[config.mk]
export PLATFORM = sky130hd
export DESIGN_NAME = bist_pattern_compactor
export DESIGN_NICKNAME = d
export VERILOG_FILES = /design/src/rtl/bist_pattern_compactor.sv
export SDC_FILE = /design/constraint.sdc
export NUM_CORES = 1
export LEC_CHECK = 0
export BUFFER_PORTS_ARGS = -buffer_cell sky130_fd_sc_hd__clkbuf_2
export CAP_MARGIN = 20
export CORE_ASPECT_RATIO = 2
export CORE_MARGIN = 3
export CORE_UTILIZATION = 30
export CTS_CLUSTER_SIZE = 40
export DETAILED_ROUTE_END_ITERATION = 12
export GPL_TIMING_DRIVEN = 0
export REMOVE_ABC_BUFFERS = 1
export SYNTH_ARGS = -nofsm -noshare
export SYNTH_HDL_FRONTEND = slang
export SYNTH_SLANG_ARGS = --single-unit
[constraint.sdc]
create_clock -name CK -period 1.5 [get_ports CK]
set_input_delay 0 -clock CK [delete_from_list [all_inputs] [get_ports CK]]
set_output_delay 0 -clock CK [all_outputs]
set_load 0.01 [all_outputs]
[src/rtl/bist_pattern_compactor.sv]
// Exhaustive pattern driver and SISR response compactor
// for N-input, 1-output combinational benchmark circuits.
module bist_pattern_compactor #(
  parameter int              N_IN  = 4,
  parameter int              SIG_W = 16,
  parameter logic [SIG_W-1:0] POLY = 16'h1021,
  parameter int              LAT   = 0
) (
  input  logic              CK,
  input  logic              RESET,
  input  logic              start,
  input  logic [SIG_W-1:0]  expected_sig,
  output logic [N_IN-1:0]   pattern,
  output logic              pattern_valid,
  input  logic              resp,
  output logic              busy,
  output logic              done,
  output logic              pass,
  output logic [SIG_W-1:0]  signature,
  output logic [N_IN:0]     ones_count
);

  localparam logic [1:0] S_IDLE  = 2'd0;
  localparam logic [1:0] S_RUN   = 2'd1;
  localparam logic [1:0] S_DRAIN = 2'd2;
  localparam logic [1:0] S_DONE  = 2'd3;

  localparam logic [N_IN-1:0] PLAST = '1;
  localparam logic [2:0] DLAST =
    (LAT > 0) ? 3'(LAT - 1) : 3'd0;

  logic [1:0]       state;
  logic [2:0]       dcnt;
  logic             samp;
  logic             go;
  logic [SIG_W-1:0] sig_nxt;
  logic [N_IN:0]    ones_nxt;

  // Delay pattern_valid by LAT edges to mark response edges
  generate
    if (LAT == 0) begin : g_nopipe
      assign samp = pattern_valid;
    end else begin : g_pipe
      logic [LAT:1] vp;
      always_ff @(posedge CK or posedge RESET) begin
        if (RESET) vp <= '0;
        else       vp <= LAT'({vp, pattern_valid});
      end
      assign samp = vp[LAT];
    end
  endgenerate

  assign go   = start &&
                (state == S_IDLE || state == S_DONE);
  assign busy = (state == S_RUN) || (state == S_DRAIN);
  assign done = (state == S_DONE);

  // Next SISR value and ones count for a sample edge
  always_comb begin
    sig_nxt  = signature;
    ones_nxt = ones_count;
    if (samp) begin
      sig_nxt = {signature[SIG_W-2:0], 1'b0} ^
                (signature[SIG_W-1] ? POLY : '0);
      sig_nxt[0] = sig_nxt[0] ^ resp;
      ones_nxt = ones_count + {{N_IN{1'b0}}, resp};
    end
  end

  // Run control, pattern counter and result registers
  always_ff @(posedge CK or posedge RESET) begin
    if (RESET) begin
      state         <= S_IDLE;
      dcnt          <= '0;
      pattern       <= '0;
      pattern_valid <= 1'b0;
      pass          <= 1'b0;
      signature     <= '0;
      ones_count    <= '0;
    end else if (go) begin
      state         <= S_RUN;
      dcnt          <= '0;
      pattern       <= '0;
      pattern_valid <= 1'b1;
      pass          <= 1'b0;
      signature     <= '0;
      ones_count    <= '0;
    end else begin
      signature  <= sig_nxt;
      ones_count <= ones_nxt;
      unique case (state)
        S_RUN: begin
          if (pattern == PLAST) begin
            pattern_valid <= 1'b0;
            dcnt          <= '0;
            if (LAT > 0) begin
              state <= S_DRAIN;
            end else begin
              state <= S_DONE;
              pass  <= (sig_nxt == expected_sig);
            end
          end else begin
            pattern <= pattern + 1'b1;
          end
        end
        S_DRAIN: begin
          if (dcnt == DLAST) begin
            state <= S_DONE;
            pass  <= (sig_nxt == expected_sig);
          end else begin
            dcnt <= dcnt + 3'd1;
          end
        end
        default: ;
      endcase
    end
  end

endmodule

# --- Yosys cells after proc, flatten, opt, wreduce, memory -nomap -nowiden ---
# Index checks and enable logic that the tools add are counted.
totals:
  word_cells: 57
  inputBits: 20
  output_inout_bits: 29
  regBits: 32
classes:
  eq_ne: 9
  muxes: 23
  n_reduce_logical: 13
  bitwise_logic: 2
  addsub: 3
op_table:
  columns: ["operator", "n"]
  rows:
  - ["$mux W16", 2]
  - ["$eq A16 B16 Y1", 1]
  - ["$xor A16 B13 Y16", 1]
  - ["$mux W13", 1]
  - ["$mux W4", 3]
  - ["$mux W5", 2]
  - ["$mux W3", 3]
  - ["$mux W1", 6]
  - ["$mux W2", 3]
  - ["$ne A3 B2 Y1 const B", 2]
  - ["$pmux W3 S2", 1]
  - ["$reduce_and A3 Y1", 2]
  - ["$reduce_bool A2 Y1", 3]
  - ["$add A5 B1 Y5", 1]
  - ["$add A4 B1 Y4 const B", 1]
  - ["$eq A2 B2 Y1 const B", 2]
  - ["$eq A4 B4 Y1 const B", 1]
  - ["$pmux W2 S2", 1]
  - ["$reduce_and A2 Y1", 2]
  - ["$add A3 B1 Y3 const B", 1]
  - ["$logic_not A3 Y1", 1]
  - ["$ne A3 B3 Y1 const B", 1]
  - ["$reduce_bool A3 Y1", 1]
  - ["$eq A2 B1 Y1 const B", 1]
  - ["other kinds (6)", 7]

# --- Longest topological paths before layout ---
depth:
  depth_word: 8
  mapped_depth: 7
  ltp_nobuf: 7

# --- Worst setup path before layout ---
# No wires, ideal clock.
synth_path:
  path_kind: "flip-flop to flip-flop"
  start: "register state[0]"
  end: "register dcnt[2]"
  arrival_time_ns: 1.463
  required_ns: 1.378
  n_path_buf: 0
  period_less_slack_ns: 1.585
  setup_time_ns: 0.122
  setup_slack_ns: -0.085
  path_stages_with_launch: 8
  cell_sequence: "dfrtp_1 inv_1 ha_1 nand2_1 a22oi_1 nand2_1 o21ai_0 a32o_1"
synth_between:
  elab_chain_cells: 5
  word_cells_on_any_way: 12
  cone_classes: "5 x eq/ne; 2 x mux; 5 x reduce/logical"
synth_rtl:
  columns: ["item", "line", "rtl"]
  rows:
  - ["start, declared", "32", "logic [1:0] state;"]
  - ["start signal, assigned", "73", "state <= S_IDLE;"]
  - ["start signal, assigned", "81", "state <= S_RUN;"]
  - ["start signal, assigned", "97", "state <= S_DRAIN;"]
  - ["$eq A2 B2 Y1 or $logic_not A2 Y1 (tied branches)", "54", "(state == S_IDLE || state == S_DONE);"]
  - ["$logic_or A1 B1 Y1", "54", null]
  - ["$logic_and A1 B1 Y1", "53", "assign go = start &&"]
  - ["$ne A3 B3 Y1 (no line), or another cell as far along", null, null]
  - ["$reduce_and A3 Y1 (no line)", null, null]
  - ["end signal, assigned", "111", "dcnt <= dcnt + 3'd1;"]
  - ["end, declared", "33", "logic [2:0] dcnt;"]
# Several ways; a longest one is shown, not always the timed one.
# A chain may end at the register's enable or synchronous reset.

# --- Worst setup path after layout ---
layout_path:
  start: "register pattern_valid"
  end: "register pass"
layout_between:
  elab_chain_cells: 5
  word_cells_on_any_way: 6
  cone_classes: "1 x eq/ne; 5 x mux"
layout_rtl:
  columns: ["item", "line", "rtl"]
  rows:
  - ["start, declared", "14", "output logic pattern_valid,"]
  - ["start signal, assigned", "76", "pattern_valid <= 1'b0;"]
  - ["start signal, assigned", "84", "pattern_valid <= 1'b1;"]
  - ["start signal, assigned", "94", "pattern_valid <= 1'b0;"]
  - ["$mux W16 (*)", "62", "if (samp) begin"]
  - ["$eq A16 B16 Y1 (*)", "100, 109", null]
  - ["$mux W1, on equally long branches", "107, 93", null]
  - ["$pmux W1 S2 (*)", "91", "unique case (state)"]
  - ["$mux W1 (*)", "80", "end else if (go) begin"]
  - ["end signal, assigned", "100", "pass <= (sig_nxt == expected_sig);"]
  - ["end signal, assigned", "109", "pass <= (sig_nxt == expected_sig);"]
  - ["end, declared", "18", "output logic pass,"]
# Mark *: on every way between the ends. The rest lies on a longest branch, timed or not. The select of a mux whose other input is x is not followed.

==> results by group <==
Outcome
  • Outcome: finished with violations
  • Violated checks: setup timing

GRT
  • GRT overflow: 0
  • Number of global-route vias before repair: 1574
  • Overall Global Routing Usage: 14.9%
  • First-pass GRT wire length: 7.66 mm
  • Initial antenna violation count: 0
  • Largest net degree at the start of global routing: 26

Synth
  • Synth Instances: 180
  • Synth Cell Area: 1820 um^2
  • Adder-Cell Fraction of Synth Area: 6.20%
  • Synth area leader: dfrtp_1
  • Ranking of synthesized cells by area: dfrtp_1, xor2_1, mux2i_1, ha_1, nor2_1
  • Multiplexer share of the synthesized area: 11.0%
  • Async S/R FF share, synth: 100%
  • Post-synth EDFFs: 0
  • Yosys warning total: 0
  • Register bit total from synthesis: 32
  • Dominant cell by count in the synthesized netlist: dfrtp_1
  • Register area share after synthesis: 44.1%
  • Main combinational cell family by area after synthesis: XOR/XNOR gates
  • Avg Inst Size Synth: 10.1 um^2
  • Most common flop cell mapped by yosys: dfrtp_1
  • Synth unique cells: 28
  • Synth Area in XOR/XNOR: 14.9%
  • Compound-Gate Fraction of Synth Area: 5.99%
  • Share of the synthesized area in the top cell type: 44.1%
  • Simple-Gate Fraction of Synth Area: 13.7%
  • Synth cell count leaders: dfrtp_1, nor2_1, xor2_1

Hold path
  • Hold Path Class: in2reg

Placement
  • Hpwl dp: 3.26 mm
  • Final GP Congestion: 0.701
  • Placed Instances: 284
  • I/O Buffers: 48
  • Placed cell area: 2140 um^2

STA
  • Worst Tran Pin Value: 0.672 ns
  • Final Max Tran Viols: 0
  • Final Cycle Share: 109%
  • Fin Hold WS: 0.120 ns
  • Skew final: 0.00557 ns
  • PnR worst setup slack: -0.133 ns
  • Setup violators final: 1
  • Max-slew headroom: 55.2%
  • Min cycle time layout: 1.63 ns
  • Final-report hold violation count: 0
  • RSZ-0062 raised after global routing: true
  • Max Fclk: 0.612 GHz

Die
  • Die Y: 116 um
  • Core area: 5810 um^2
  • Die width: 61.0 um
  • Initial Utilization: 31.3%
  • Top Ports: 49
  • DIE AREA: 7080 um^2
  • # rows: 39

Layout
  • Fin cells: 306
  • Fill cell count: 571
  • N_diodes: 0
  • Post-route cell area: 2530 um^2
  • Nets: 273
  • Final Util: 43.5%
  • Share of layout cells above drive strength 1: 34.3%
  • P&R area growth vs syn: 39.0%

Critical path
  • Crit path kind: reg2reg
  • Arr. time, crit path: 1.86 ns
  • Maximum fanout along the worst path: 7
  • Crit end category: register
  • Startpoint types: register
  • Worst Path Required: 1.72 ns

Clock network
  • H-tree levels: 2
  • Clock-pin slew on the worst setup and hold paths: 0.06 ns
  • Num CTS Buffers: 5
  • CTS tree: built
  • CTS Buffer Depth: 2
  • CTS sink cnt: 32
  • Worst skew pair latency: 0.28 ns
  • Root buffer cell: clkbuf_16

Routing
  • ANT nets after route: 0
  • Final wirelength: 4.60 mm
  • Starting DRT DRC Count: 19
  • Per-cell routed wire length: 15.0 um
  • Drt first pass iters: 5
  • Drt drc: 0
  • Vias per cell: 4.91
  • DR vias: 1502

Pwr
  • VDD IR max: 1140 uV
  • LEAKAGE: 1.38 nW
  • PwrDens: 1180 nW/um^2

Run
  • Max Cap Viol: 0
[path summary, 6_finish.rpt]
check / from / end / slack, ns / depth (start not counted)
max: pattern_valid / pass / -0.13 / 6
min: start / pattern_valid / 0.12 / 4
max reg2reg: pattern_valid / pass / -0.13 / 6
min reg2reg: dcnt[1] / dcnt[1] / 0.51 / 2
max in group asynchronous: RESET / pattern_valid / 0.63 / 4
min in group asynchronous: RESET / pattern[0] / 0.34 / 3
[metal layers]
metal,up-vias,routed length [um],global-route usage [%]
met5,-,0,0
met4,0,124,7.81
met3,8,231,4.12
met2,34,2610,26.2
met1,725,1630,15.2
li1,735,-,-
[placed cells by master (no fill, tap or decap), types with 3 or more instances in the layout]
| cell type | instances |
|---|---|
| a21oi_1 | 3 |
| buf_4 | 10 |
| clkbuf_16 | 5 |
| clkbuf_2 | 48 |
| dfrtp_1 | 31 |
| ha_1 | 7 |
| inv_1 | 7 |
| mux2i_1 | 17 |
| mux2i_4 | 3 |
| nand2_1 | 7 |
| nand3_1 | 6 |
| nand4_1 | 3 |
| nor2_1 | 26 |
| nor3_1 | 3 |
| o21ai_0 | 5 |
| xnor2_1 | 5 |
| xor2_1 | 26 |
[stage by stage]
stage / worst slack (ns) / setup TNS, ns / total power, mW
finish: -0.133 / -0.133 / 2.98
floorplan: -0.655 / -2.74 / 1.51
detailed placement: -0.585 / -11.61 / 1.80
global placement: -0.998 / -11.84 / 1.77
CTS: -0.134 / -0.134 / 3.01
global route: -0.215 / -0.431 / 3.17
[cell families after synthesis]
logic type      Yosys count
buf+inv                  15
compound gates           17
simple gates             56
flops                    32
mux                      20
fa+ha+maj                 9
xor+xnor                 31
[critical path: stages (launching register included)]
cell and delay [ns]:
dfrtp_2 0.43, buf_16 0.15, mux2i_1 0.21, xor2_1 0.20, nand4_1 0.13, nor4_1 0.29
a22o_1 0.16
[power by group]
part           internal (mW)  switching, mW  leakage, nW
registers              0.963          0.109        0.425
clock network          0.653          0.371       0.0766
logic                  0.400          0.488        0.880
total                   2.02          0.968         1.38
[registers in the layout, summed over array words and instances (netlist names)]
name,flops
pattern,4
ones_count,5
state,2
signature,16
dcnt,3
pattern_valid,1
pass,1
[final cells by class]
type | count | area (um^2) | area share, %
clock inverter | 2 | 10.0 | 0.396
tap | 61 | 76.3 | 3.02
multi-input combinational | 133 | 1030 | 40.8
sequential | 32 | 802 | 31.7
timing repair buffer | 64 | 439 | 17.4
inverter | 8 | 30.0 | 1.19
clock buffer | 6 | 139 | 5.50
[repair_timing]
action                                  CTS  global route
endpoints found under the hold margin    14             0
resized for setup                        21             2
buffers inserted                         12             0
pin swaps                                 7             1
cloned                                    1             0
endpoints found under the setup margin   31            29
hold buffers                              1             0
Power figures use the tool's default switching activity.
